$ cat config.mk
export PLATFORM = sky130hd
export DESIGN_NAME = ifu_fetch
export DESIGN_NICKNAME = d
export VERILOG_FILES = /design/src/rtl/ifu_fetch.sv
export SDC_FILE = /design/constraint.sdc
export NUM_CORES = 1
export LEC_CHECK = 0
export CORE_UTILIZATION = 25
export CTS_CLUSTER_DIAMETER = 30
export CTS_CLUSTER_SIZE = 14
export DETAILED_ROUTE_END_ITERATION = 7
export PLACE_DENSITY = 0.55
export SLEW_MARGIN = 20
export SYNTH_ARGS = -nofsm -noshare
export SYNTH_HDL_FRONTEND = slang
export SYNTH_SLANG_ARGS = --single-unit
$ cat constraint.sdc
create_clock -name clk -period 2.1 [get_ports clk]
set_input_delay 0.42 -clock clk [delete_from_list [all_inputs] [get_ports clk]]
set_output_delay 0.42 -clock clk [all_outputs]
set_load 0.005 [all_outputs]
$ cat src/rtl/ifu_fetch.sv
// Instruction fetch stage: owns the PC, issues one outstanding word read at a time,
// buffers the returned word and hands {pc, inst} to decode over valid/ready.
module ifu_fetch #(
   parameter int                 ADDR_W   = 64,
   parameter int                 INST_W   = 32,
   parameter logic [ADDR_W-1:0]  RESET_PC = 64'h0000_0000_8000_0000
) (
   input  logic              clk,
   input  logic              rst_n,
   output logic              mem_req_valid,
   input  logic              mem_req_ready,
   output logic [ADDR_W-1:0] mem_req_addr,
   input  logic              mem_resp_valid,
   input  logic [INST_W-1:0] mem_resp_data,
   output logic              out_valid,
   input  logic              out_ready,
   output logic [ADDR_W-1:0] out_pc,
   output logic [INST_W-1:0] out_inst,
   input  logic              redirect_valid,
   input  logic [ADDR_W-1:0] redirect_pc,
   input  logic              halt,
   output logic              fetch_fault
);

   typedef enum logic [2:0] {
      ST_IDLE = 3'd0,
      ST_REQ  = 3'd1,
      ST_WAIT = 3'd2,
      ST_HOLD = 3'd3,
      ST_HALT = 3'd4
   } state_t;

   localparam logic [ADDR_W-1:0] PC_STEP = ADDR_W'(4);

   state_t              state_r, state_s;
   logic [ADDR_W-1:0]   pc_r, pc_s;
   logic                kill_r, kill_s;
   logic                req_valid_r, req_valid_s;
   logic                out_valid_r, out_valid_s;
   logic [ADDR_W-1:0]   out_pc_r, out_pc_s;
   logic [INST_W-1:0]   out_inst_r, out_inst_s;
   logic                fault_r, fault_s;
   logic                mis_s;
   logic                stop_s;
   state_t              resume_s;

   // Next-state and next-output computation; redirect overrides every other event.
   always_comb begin
      state_s     = state_r;
      pc_s        = pc_r;
      kill_s      = kill_r;
      out_valid_s = out_valid_r;
      out_pc_s    = out_pc_r;
      out_inst_s  = out_inst_r;
      fault_s     = fault_r;
      mis_s       = redirect_valid & (redirect_pc[1:0] != 2'b00);
      stop_s      = halt | fault_r | mis_s;
      resume_s    = stop_s ? ST_HALT : ST_REQ;

      case (state_r)
         ST_IDLE: begin
            state_s = resume_s;
         end
         ST_REQ: begin
            // An accepted request cannot be recalled, so its response is killed instead.
            if (redirect_valid) begin
               if (mem_req_ready) begin
                  kill_s  = 1'b1;
                  state_s = ST_WAIT;
               end else begin
                  state_s = resume_s;
               end
            end else if (mem_req_ready) begin
               state_s = ST_WAIT;
            end else if (halt) begin
               state_s = ST_HALT;
            end else begin
               state_s = ST_REQ;
            end
         end
         ST_WAIT: begin
            if (redirect_valid) begin
               if (mem_resp_valid) begin
                  kill_s  = 1'b0;
                  state_s = resume_s;
               end else begin
                  kill_s  = 1'b1;
                  state_s = ST_WAIT;
               end
            end else if (mem_resp_valid) begin
               if (kill_r) begin
                  kill_s  = 1'b0;
                  state_s = resume_s;
               end else begin
                  out_valid_s = 1'b1;
                  out_pc_s    = pc_r;
                  out_inst_s  = mem_resp_data;
                  pc_s        = pc_r + PC_STEP;
                  state_s     = ST_HOLD;
               end
            end else begin
               state_s = ST_WAIT;
            end
         end
         ST_HOLD: begin
            if (redirect_valid) begin
               state_s = resume_s;
            end else if (out_ready) begin
               out_valid_s = 1'b0;
               state_s     = resume_s;
            end else begin
               state_s = ST_HOLD;
            end
         end
         ST_HALT: begin
            state_s = ST_HALT;
         end
         default: begin
            state_s = ST_IDLE;
         end
      endcase

      // Held instruction is wrong-path once a redirect arrives.
      if (redirect_valid && (state_r != ST_HALT)) begin
         pc_s        = redirect_pc;
         out_valid_s = 1'b0;
         if (mis_s) begin
            fault_s = 1'b1;
         end else begin
            fault_s = fault_r;
         end
      end else begin
         fault_s = fault_r;
      end

      req_valid_s = (state_s == ST_REQ);
   end

   // State and registered outputs.
   always_ff @(posedge clk or negedge rst_n) begin
      if (!rst_n) begin
         state_r     <= ST_IDLE;
         pc_r        <= RESET_PC;
         kill_r      <= 1'b0;
         req_valid_r <= 1'b0;
         out_valid_r <= 1'b0;
         out_pc_r    <= {ADDR_W{1'b0}};
         out_inst_r  <= {INST_W{1'b0}};
         fault_r     <= 1'b0;
      end else begin
         state_r     <= state_s;
         pc_r        <= pc_s;
         kill_r      <= kill_s;
         req_valid_r <= req_valid_s;
         out_valid_r <= out_valid_s;
         out_pc_r    <= out_pc_s;
         out_inst_r  <= out_inst_s;
         fault_r     <= fault_s;
      end
   end

   assign mem_req_valid = req_valid_r;
   assign mem_req_addr  = pc_r;
   assign out_valid     = out_valid_r;
   assign out_pc        = out_pc_r;
   assign out_inst      = out_inst_r;
   assign fetch_fault   = fault_r;

endmodule

-- Word level (Yosys, flattened, before mapping)
Index checks and enable logic that the tools add are counted.
- bitwise logic cells: 5
- add/sub/neg operators: 1
- reductions and logical operators: 12
- mux-type cells: 30
- equal/unequal tests: 16
- operators with widths (operator ; count):
    64-bit two-way mux ; 5
    64-bit by 3-bit adder with 64-bit output (second input constant) ; 1
    3-bit two-way mux ; 11
    3-bit inequality test (second input constant) ; 7
    3-bit case mux with 5 select lines ; 1
    4-bit AND reduction ; 3
    1-bit two-way mux ; 11
    2-bit nonzero test ; 4
    3-bit by 1-bit == test with 1-bit output (second input constant) ; 2
    3-bit by 2-bit == test with 1-bit output (second input constant) ; 2
    6-bit AND reduction ; 1
    2-bit by 1-bit inequality test with 1-bit output (second input constant) ; 2
    2-bit inequality test (second input constant) ; 2
    1-bit case mux with 2 select lines ; 2
    3-bit == test (second input constant) ; 1
    3-bit zero test ; 1
    3-bit nonzero test ; 1
    1-bit NOT ; 2
    1-bit bitwise OR ; 2
    2-bit AND reduction ; 1
    1-bit AND ; 1
    1-bit logical AND ; 1
- register bits after elaboration: 167
- word-level logic and storage cells: 72
- output and inout port bits: 163
- input port bits: 103

-- Depth between registers and ports, before layout
Gate-level depths: netlist of the first run.
- depth in word-level cells: 9
- gate-level depth with buffers: 8
- depth with buffers taken out: 6

-- Worst setup path before layout of the first run
No wires, ideal clock.
- path type: reg-to-reg
- from: reg pc_r[2], in the netlist mem_req_addr[2]
- to: reg pc_r[44], in the netlist mem_req_addr[44]
- library setup time: 0.131 ns
- data required time: 1.969 ns
- clock period less this slack: 2.081 ns
- cell stages (with the launch flop): 8
- data arrival time: 1.950 ns
- setup slack: 0.019 ns
- buffers on the path: 1
- path through: dfrtp_1 > ha_1 > nand3_1 > nor3_2 > and3_1 > buf_2 > a21oi_1 > or3b_1
- longest elaborated chain between the ends: 6
- RTL lines (element ; RTL line ; source):
    from (decl) ; 36 ; logic [ADDR_W-1:0] pc_r, pc_s;
    from (signal assigned) ; 152 ; pc_r <= pc_s;
    64-bit by 3-bit adder with 64-bit output ; 98 ; pc_s = pc_r + PC_STEP;
    64-bit two-way mux ; 91 ; if (kill_r) begin
    64-bit two-way mux ; 90 ; end else if (mem_resp_valid) begin
    64-bit two-way mux ; 82 ; if (redirect_valid) begin
    64-bit two-way mux ; 60 ; case (state_r)
    64-bit two-way mux ; 124 ; if (redirect_valid && (state_r != ST_HALT)) begin
No other way between the ends. The select of a mux whose other input is x is not followed.
A chain may end at the register's enable or synchronous reset.

-- Worst setup path in the final report of the first run
- from: reg pc_r[3], in the netlist mem_req_addr[3]
- to: reg pc_r[54], in the netlist mem_req_addr[54]
The elaborated chain is that of the path after synthesis.

==> results of run 1 <==
-- final cells by class --
type | instances | area (µm²) | share of cell area (%)
Clock buffer | 17 | 425 | 3.26
Clock inverter | 15 | 154 | 1.18
Inverter | 8 | 30.0 | 0.230
Multi-Input combinational cell | 694 | 3780 | 28.9
Sequential cell | 167 | 4180 | 32.0
Tap cell | 402 | 503 | 3.85
Timing Repair Buffer | 426 | 3990 | 30.5
-- stage by stage --
stage	area, µm²	hold slack (ns)	TNS (ns)
6_report	13100	0.474	0
4_1_cts	12900	0.479	0
3_3_place_gp	12300	0.417	-16.68
5_1_grt	13100	0.495	-0.109
2_1_floorplan	8110	0.124	0
3_5_place_dp	12300	0.422	-17.49
-- report_power, final --
group          switching (W)  internal, W
Combinational        0.00217      0.00259
Sequential          0.000653      0.00385
Clock                0.00153      0.00169
Total                0.00435      0.00813
-- cells by family (layout without fill, tap and decap cells) --
logic type / Yosys count / after routing
compound gates: 140 / 140
flops: 167 / 167
buf+inv: 61 / 466
mux: 8 / 8
fa+ha+maj: 1 / 1
simple gates: 545 / 545
-- cells in the final DEF, fill, tap and decap left out, drive strengths merged, types with 4 or more instances in the layout --
| cell type | n |
|---|---|
| a21o | 6 |
| a21oi | 12 |
| a221o | 10 |
| a22oi | 23 |
| a31oi | 5 |
| and3 | 11 |
| buf | 160 |
| clkbuf | 18 |
| clkdlybuf4s50 | 263 |
| dfrtp | 166 |
| inv | 19 |
| mux2i | 5 |
| nand2 | 353 |
| nand3 | 52 |
| nand4 | 25 |
| nor2 | 31 |
| nor2b | 4 |
| nor3 | 11 |
| nor3b | 4 |
| nor4 | 16 |
| o211ai | 17 |
| o21ai | 27 |
| o21bai | 7 |
| o311ai | 21 |
| or3 | 5 |
| or4 | 16 |
-- worst max-delay path: cells and delay by family, from the launching register on --
| family | cells | cell delay, ns |
|---|---|---|
| buf+inv | 2 | 0.37 |
| simple gates | 5 | 1.04 |
| flops | 1 | 0.36 |
| fa+ha+maj | 1 | 0.21 |
-- per-layer routing --
layer / up-vias / track usage [%] / share of wire, %
li1: 4026 / - / -
met1: 4176 / 25.6 / 46
met5: - / 0 / 0
met3: 38 / 3.33 / 4.6
met2: 254 / 30.3 / 47
met4: 0 / 6.76 / 2.4
-- flip-flops by register name, indices dropped and copies added, names as in the netlist --
signal         count
mem_req_valid      1
out_inst          32
state_r            3
out_pc            64
mem_req_addr      64
kill_r             1
out_valid          1
fetch_fault        1
-- worst min-delay path by stage --
| stage | endpoint | slack, ns | startpoint |
|---|---|---|---|
| 3_5_place_dp | mem_req_addr[45] | 0.42 | rst_n |
| 3_3_place_gp | mem_req_addr[4] | 0.42 | rst_n |
| 4_1_cts | out_inst[10] | 0.48 | out_inst[10] |
| 2_1_floorplan | fetch_fault | 0.12 | rst_n |
| 5_1_grt | out_inst[1] | 0.49 | mem_resp_data[1] |
| 6_report | out_pc[58] | 0.47 | out_pc[58] |
-- what timing repair did --
item | in CTS | in global routing
gates resized for setup | 4 | 18
setup buffers | 3 | 8
endpoints found under the setup margin | 11 | 18
pin swaps | 3 | 9
hold endpoints to repair | 42 | 0
hold buffers | 1 | 0
==> results.toml, run 1 <==
[status]
status = "complete, no violations"

[grt]
overflow = 0
grt_antenna_before_repair = 0
grt_use_total_pct = 18.9
grt_pass1_wl_um = 48500
grt_pass1_vias = 8316
grt_max_degree = 48

[sta]
skew_ns = 0.0146
setup_violations = 0
setup_ws_ns = 0.0597
slew_headroom_pct = 68.2
finalHoldViolations = 0
maxSlewViolCount = 0
timing.final.crit_share_pct = 97.2
min_period_ns = 2.04
rsz0062_at_grt = "true"
fmaxAchievable_mhz = 490
worst_pin_slew_ns = 0.477

[logic_synthesis]
synth_area_leader_cell = "dfrtp_1"
synth_area_um2 = 8110
yosysTopAreaCellShare_pct = 51.3
yosys_warnings = 0
seq_area_frac_synth_pct = 51.6
yosysMostFrequentCell = "nand2_1"
synth-xor-area-share_pct = 0
synth_top_family_by_area = "simple AND/OR/NAND/NOR gates"
synth_fa_ha_area_share_pct = 0.154
syn_avg_cell_area_um2 = 8.79
synth_ff_type = "dfrtp_1"
synth_compound_gate_area_share_pct = 12.5
async_flop_share_pct = 100
netlist_instances = 922
synthMuxAreaShare_pct = 1.03
synth_area_leaders = "dfrtp_1 51%, nand2_1 16%, nand3_1 3.1%, o311ai_0 2.2%, a22oi_1 2.1%"
synthSimpleGateAreaFrac_pct = 31.4
synth_common_cells = "353 x nand2_1, 166 x dfrtp_1, 51 x nand3_1, 31 x nor2_1, 26 x o21ai_0"
ys_types = 57
synth_nets = 1026
yosys_register_bits = 167
synth-edff-count = 0

[worst_hold_path]
hold_path_class = "flip-flop to flip-flop"
whs_path_depth = 2

[worst_setup_path]
worstPathMaxFanout = 5
cp-start-kind = "flip-flop"
endpoint = "mem_req_addr[54]"
critPathMaxStageDelay_ns = 0.41
critPathSlowestCell = "or4_4"
critical_path_required_ns = 2.49
end_kind = "flip-flop"
timing.rr.end = "mem_req_addr[54]"
reg2reg_from = "mem_req_addr[3]"
r2r_cells = 8
path_cells = "ha_2 > nand3_4 > nor4_4 > buf_4 > nand4_1 > buf_6 > or4_4 > nand3_2"
path_class = "flip-flop to flip-flop"
critPathLaunch = "mem_req_addr[3]"
cp_data_arrival_time_ns = 2.43
rrSetupSlack_ns = 0.06

[clocking]
cts_max_level = 4
clockRootBuffer = "clkbuf_16"
clock_sinks = 167
clock_latency_ns = 0.44
clockBufferDepth = 2
clkTransAtPathRegs_ns = 0.08
cts_tree = "yes"
cts_buffers = 17

[floorplanning]
start_util_pct = 25.6
core_area_um2 = 31700
design.die.area_um2 = 33100
row_count = 65
die_h_um = 182
die_w_um = 182
ios = 266

[route]
vias = 8494
drt_iter0_markers = 562
drtAntennaViolNets = 0
first_pass_iters = 5
drt_wl_total_um = 31200
drc_errors = 0
via_per_inst = 4.91
routedWlPerCell_um = 18.0

[finish]
stdcell_count = 1729
syn_to_final_growth_pct = 61.2
drive_gt1_share_pct = 17.5
final_nets = 1418
diodes = 0
post-route-util_pct = 41.2
fill_cells = 3164

[power_and_ir_drop]
power_leakage_nw = 6.00
total_power_w = 0.0125
power_density_nw_per_um2 = 955
ir_drop_uv = 650

[place]
place_congestion = 0.841
io_buffers = 265
dpl.cell_count = 1685
hpwl_um = 23200
pre_cts_slack_ns = -0.293

[run]
timing.max_cap.violations = 0
Note: power is estimated with default switching activity, not from simulation.
==> run 2: changes to the inputs <==
--- a/config.mk
+++ b/config.mk
@@ -5,11 +5,12 @@
 export SDC_FILE = /design/constraint.sdc
 export NUM_CORES = 1
 export LEC_CHECK = 0
-export CORE_UTILIZATION = 25
+export CORE_UTILIZATION = 42
 export CTS_CLUSTER_DIAMETER = 30
 export CTS_CLUSTER_SIZE = 14
 export DETAILED_ROUTE_END_ITERATION = 7
-export PLACE_DENSITY = 0.55
+export PLACE_DENSITY = 0.81
+export SKIP_LAST_GASP = 1
 export SLEW_MARGIN = 20
 export SYNTH_ARGS = -nofsm -noshare
 export SYNTH_HDL_FRONTEND = slang
==> results.toml, run 2 (synthesis results as in run 1) <==
[clocking]
clockRootBuffer = "clkbuf_16"
cts_buffers = 17
cts_hold_buffers = 0
cts_tree = "yes"
clock_latency_ns = 0.43
cts_max_level = 4
clockBufferDepth = 2
clkTransAtPathRegs_ns = 0.06
clock_sinks = 167

[route]
drc_errors = 0
via_per_inst = 5.51
routedWlPerCell_um = 17.6
drt_wl_total_um = 27800
drtAntennaViolNets = 0
drt_iter0_markers = 770
first_pass_iters = 6
vias = 8694

[place]
io_buffers = 265
hpwl_um = 20500
place_congestion = 0.943

[floorplanning]
core_area_um2 = 18800
start_util_pct = 43.0
die_w_um = 141
design.die.area_um2 = 19900
ios = 266
row_count = 50
die_h_um = 141

[power_and_ir_drop]
ir_drop_uv = 594
power_density_nw_per_um2 = 974
power_leakage_nw = 5.95

[worst_setup_path]
cp-start-kind = "flip-flop"
cp_data_arrival_time_ns = 2.49
end_kind = "flip-flop"
critical_path_required_ns = 2.46
path_class = "flip-flop to flip-flop"
worstPathMaxFanout = 4

[finish]
syn_to_final_growth_pct = 58.3
diodes = 0
final_cell_mix = "351 x nand2_1, 264 x clkdlybuf4s50_1, 164 x dfrtp_1, 141 x buf_4, 47 x nand3_1"
final_common_cell = "nand2_1"
fill_cells = 1453
post-route-util_pct = 68.1
final_nets = 1410
drive_gt1_share_pct = 16.7

[sta]
tns_ns = -0.0886
maxSlewViolCount = 0
setup_violations = 4
rsz0062_at_grt = "true"
hold_ws_ns = -0.0167
worst_pin_slew_ns = 0.606
setup_ws_ns = -0.0358
fmaxAchievable_mhz = 468
finalHoldViolations = 11
min_period_ns = 2.14
skew_ns = 0.00916
slew_headroom_pct = 59.6
timing.final.crit_share_pct = 102

[grt]
grt_pass1_wl_um = 43900
grt_max_degree = 69
grt_pass1_vias = 8409
overflow = 0
grt_antenna_before_repair = 0
grt_use_total_pct = 28.2

[worst_hold_path]
hold_path_class = "input port to asynchronous set/reset pin"

[status]
status = "finished, violations left"
violations = "negative hold slack, negative setup slack"

[run]
timing.max_cap.violations = 0
## run 2: layout make-up
type | count | area (µm²) | share of cell area, %
Sequential cell | 167 | 4180 | 32.6
Clock inverter | 8 | 148 | 1.15
Tap cell | 260 | 325 | 2.54
Multi-Input combinational cell | 694 | 3760 | 29.3
Timing Repair Buffer | 418 | 3910 | 30.5
Clock buffer | 22 | 464 | 3.62
Inverter | 8 | 30.0 | 0.234
## run 2: worst paths after layout
check	end	startpoint	slack, ns	cells past startpoint
max	mem_req_addr[37]	mem_req_addr[3]	-0.04	8
min	out_inst[13]	rst_n	-0.02	1
max reg2reg	mem_req_addr[37]	mem_req_addr[3]	-0.04	8
min reg2reg	out_inst[3]	out_inst[3]	0.47	2
max in group asynchronous	out_pc[62]	rst_n	1.42	2
min in group clk	out_inst[3]	out_inst[3]	0.47	2
## run 2: layer usage
metal  track usage (%)  wire length, µm
met1              37.2            11800
met2              46.7            13400
met3              4.82             1870
met4              10.6              748
met5                 0                0
## run 2: power breakdown
part	switching (W)	leakage (nW)	internal (W)
clock network	0.00126	0.288	0.00204
registers	0.000718	2.22	0.00386
logic	0.00205	3.45	0.00257
## run 2: what timing repair did
action | in CTS | in global routing
cloned | 0 | 1
endpoints found under the setup margin | 3 | 31
setup buffers | 0 | 9
pin swaps | 0 | 9
resized for setup | 1 | 19
## run 2: metrics by stage
step           cell area [µm²]  std cells  hold slack [ns]  total power [W]  worst slack [ns]
2_1_floorplan             8110        922            0.124          0.00603            0.0186
3_3_place_gp             12000       1537            0.457          0.00893            -0.269
3_5_place_dp             12000       1537            0.460          0.00904            -0.287
4_1_cts                  12700       1567           0.0240           0.0124           0.00595
5_1_grt                  12800       1577           0.0414           0.0131            -0.117
6_report                 12800       1577          -0.0167           0.0125           -0.0358
## run 2: critical path, stage by stage (launching register included)
cell and delay [ns]:
dfrtp_1 0.37, buf_6 0.12, nand4_1 0.16, buf_4 0.20, nor4_4 0.38, buf_4 0.18
nand3_2 0.13, or4_1 0.44, nand3_1 0.10
==> run 3: changes to the inputs <==
--- a/config.mk
+++ b/config.mk
@@ -15,3 +15,4 @@
 export SYNTH_ARGS = -nofsm -noshare
 export SYNTH_HDL_FRONTEND = slang
 export SYNTH_SLANG_ARGS = --single-unit
+export TNS_END_PERCENT = 50
==> results.toml, run 3 (synthesis results as in run 1) <==
[status]
status = "finished, violations left"
violations = "negative hold slack, negative setup slack"

[finish]
final_cell_mix = "351 x nand2_1, 264 x clkdlybuf4s50_1, 164 x dfrtp_1, 141 x buf_4, 47 x nand3_1"
drive_gt1_share_pct = 16.7
final_common_cell = "nand2_1"
post-route-util_pct = 68.1
stdcell_count = 1577
syn_to_final_growth_pct = 58.3
final_nets = 1410
diodes = 0

[sta]
skew_ns = 0.0127
slew_headroom_pct = 59.5
timing.final.crit_share_pct = 101
hold_ws_ns = -0.0166
fmaxAchievable_mhz = 470
finalHoldViolations = 11
min_period_ns = 2.13
setup_violations = 3
maxSlewViolCount = 0
setup_ws_ns = -0.0295
worst_pin_slew_ns = 0.607
rsz0062_at_grt = "true"

[floorplanning]
row_count = 50
start_util_pct = 43.0
design.die.area_um2 = 19900
die_h_um = 141
ios = 266
core_area_um2 = 18800
die_w_um = 141

[grt]
grt_use_total_pct = 28.2
grt_max_degree = 69
grt_pass1_vias = 8409
grt_pass1_wl_um = 43900
overflow = 0
grt_antenna_before_repair = 0

[clocking]
clock_latency_ns = 0.43
clock_sinks = 167
cts_tree = "yes"
cts_buffers = 17
clockRootBuffer = "clkbuf_16"
clockBufferDepth = 2
clkTransAtPathRegs_ns = 0.06
cts_max_level = 4

[route]
drt_wl_total_um = 27800
vias = 8647
drc_errors = 0
routedWlPerCell_um = 17.6
drtAntennaViolNets = 0
first_pass_iters = 6
drt_iter0_markers = 779
via_per_inst = 5.48

[power_and_ir_drop]
pwr-share-seq_pct = 36.6
power_leakage_nw = 5.95
power_switching_w = 0.00404
intPower_w = 0.00846
power_density_nw_per_um2 = 975
combPwrFrac_pct = 36.9
ir_drop_uv = 600
switching_share_pct = 32.3
clkPwrFrac_pct = 26.5

[place]
io_buffers = 265
place_congestion = 0.943
dpl.cell_count = 1537
hpwl_um = 20500

[worst_setup_path]
critPathMaxStageDelay_ns = 0.44
path_class = "flip-flop to flip-flop"
critPathSlowestCell = "or4_1"
critPathLaunch = "mem_req_addr[3]"
cp_data_arrival_time_ns = 2.49
end_kind = "flip-flop"
worstPathMaxFanout = 4
crit_top_cell = "buf_4"
path_cells = "buf_6 > nand4_1 > buf_4 > nor4_4 > buf_4 > nand3_2 > or4_1 > nand3_1"
cp-start-kind = "flip-flop"
reg2reg_from = "mem_req_addr[3]"
critical_path_required_ns = 2.46

[run]
timing.max_cap.violations = 0

[worst_hold_path]
hold_path_class = "input port to asynchronous set/reset pin"
run 3: cell counts in the layout (fill, tap and decap cells not counted):
Identical to the previous run, type by type.
run 3: through the flow:
step | setup slack [ns] | total power (W) | setup TNS (ns) | hold WS [ns] | instance area, µm²
2_1_floorplan | 0.0186 | 0.00603 | 0 | 0.124 | 8110
3_3_place_gp | -0.269 | 0.00893 | -15.67 | 0.457 | 12000
3_5_place_dp | -0.287 | 0.00904 | -18.12 | 0.460 | 12000
4_1_cts | 0.00595 | 0.0124 | 0 | 0.0240 | 12700
5_1_grt | -0.117 | 0.0131 | -0.685 | 0.0414 | 12800
6_report | -0.0295 | 0.0125 | -0.0622 | -0.0166 | 12800
run 3: layout make-up:
cell class	count	area, µm²
tap	260	325
inverter	8	30.0
clock buffer	22	464
timing repair buffer	418	3910
multi-input combinational	694	3760
sequential	167	4180
clock inverter	8	148
fill	1453	6000
run 3: worst max-delay path: cells and delay by family, from the launching register on:
family / cells / cell delay [ns]
simple gates: 5 / 1.20
buf+inv: 3 / 0.49
flops: 1 / 0.37
run 3: worst paths after layout:
check / to / slack [ns] / cells after the start
setup reg to reg: mem_req_addr[37] / -0.03 / 8
hold reg to reg: out_inst[3] / 0.47 / 2
max in group asynchronous: out_pc[62] / 1.42 / 2
setup / recovery: mem_req_addr[37] / -0.03 / 8
hold / removal: out_inst[13] / -0.02 / 1
min in group clk: out_inst[3] / 0.47 / 2
run 3: repair_timing:
action                                  in CTS  in global routing
pin swaps                                    0                  8
hold buffers                                 0                  0
gates cloned                                 0                  1
buffers inserted                             0                  9
gates resized for setup                      1                 19
endpoints found under the setup margin       3                 31
run 3: power by group through the flow:
stage / clock network, W / logic, W / registers (W)
global route: 0.00348 / 0.00497 / 0.00466
detailed placement: 0 / 0.00447 / 0.00458
floorplan: 0 / 0.00128 / 0.00475
finish: 0.00331 / 0.00462 / 0.00458
CTS: 0.00335 / 0.00451 / 0.00453
global placement: 0 / 0.00438 / 0.00456
run 3: layer usage:
metal | up-vias | track usage (%) | routed length (µm) | share of wire (%)
met5 | - | 0 | 0 | 0
met4 | 0 | 10.6 | 735 | 2.6
li1 | 4008 | - | - | -
met3 | 50 | 4.82 | 1820 | 6.5
met2 | 351 | 46.7 | 13500 | 48
met1 | 4238 | 37.2 | 11800 | 42
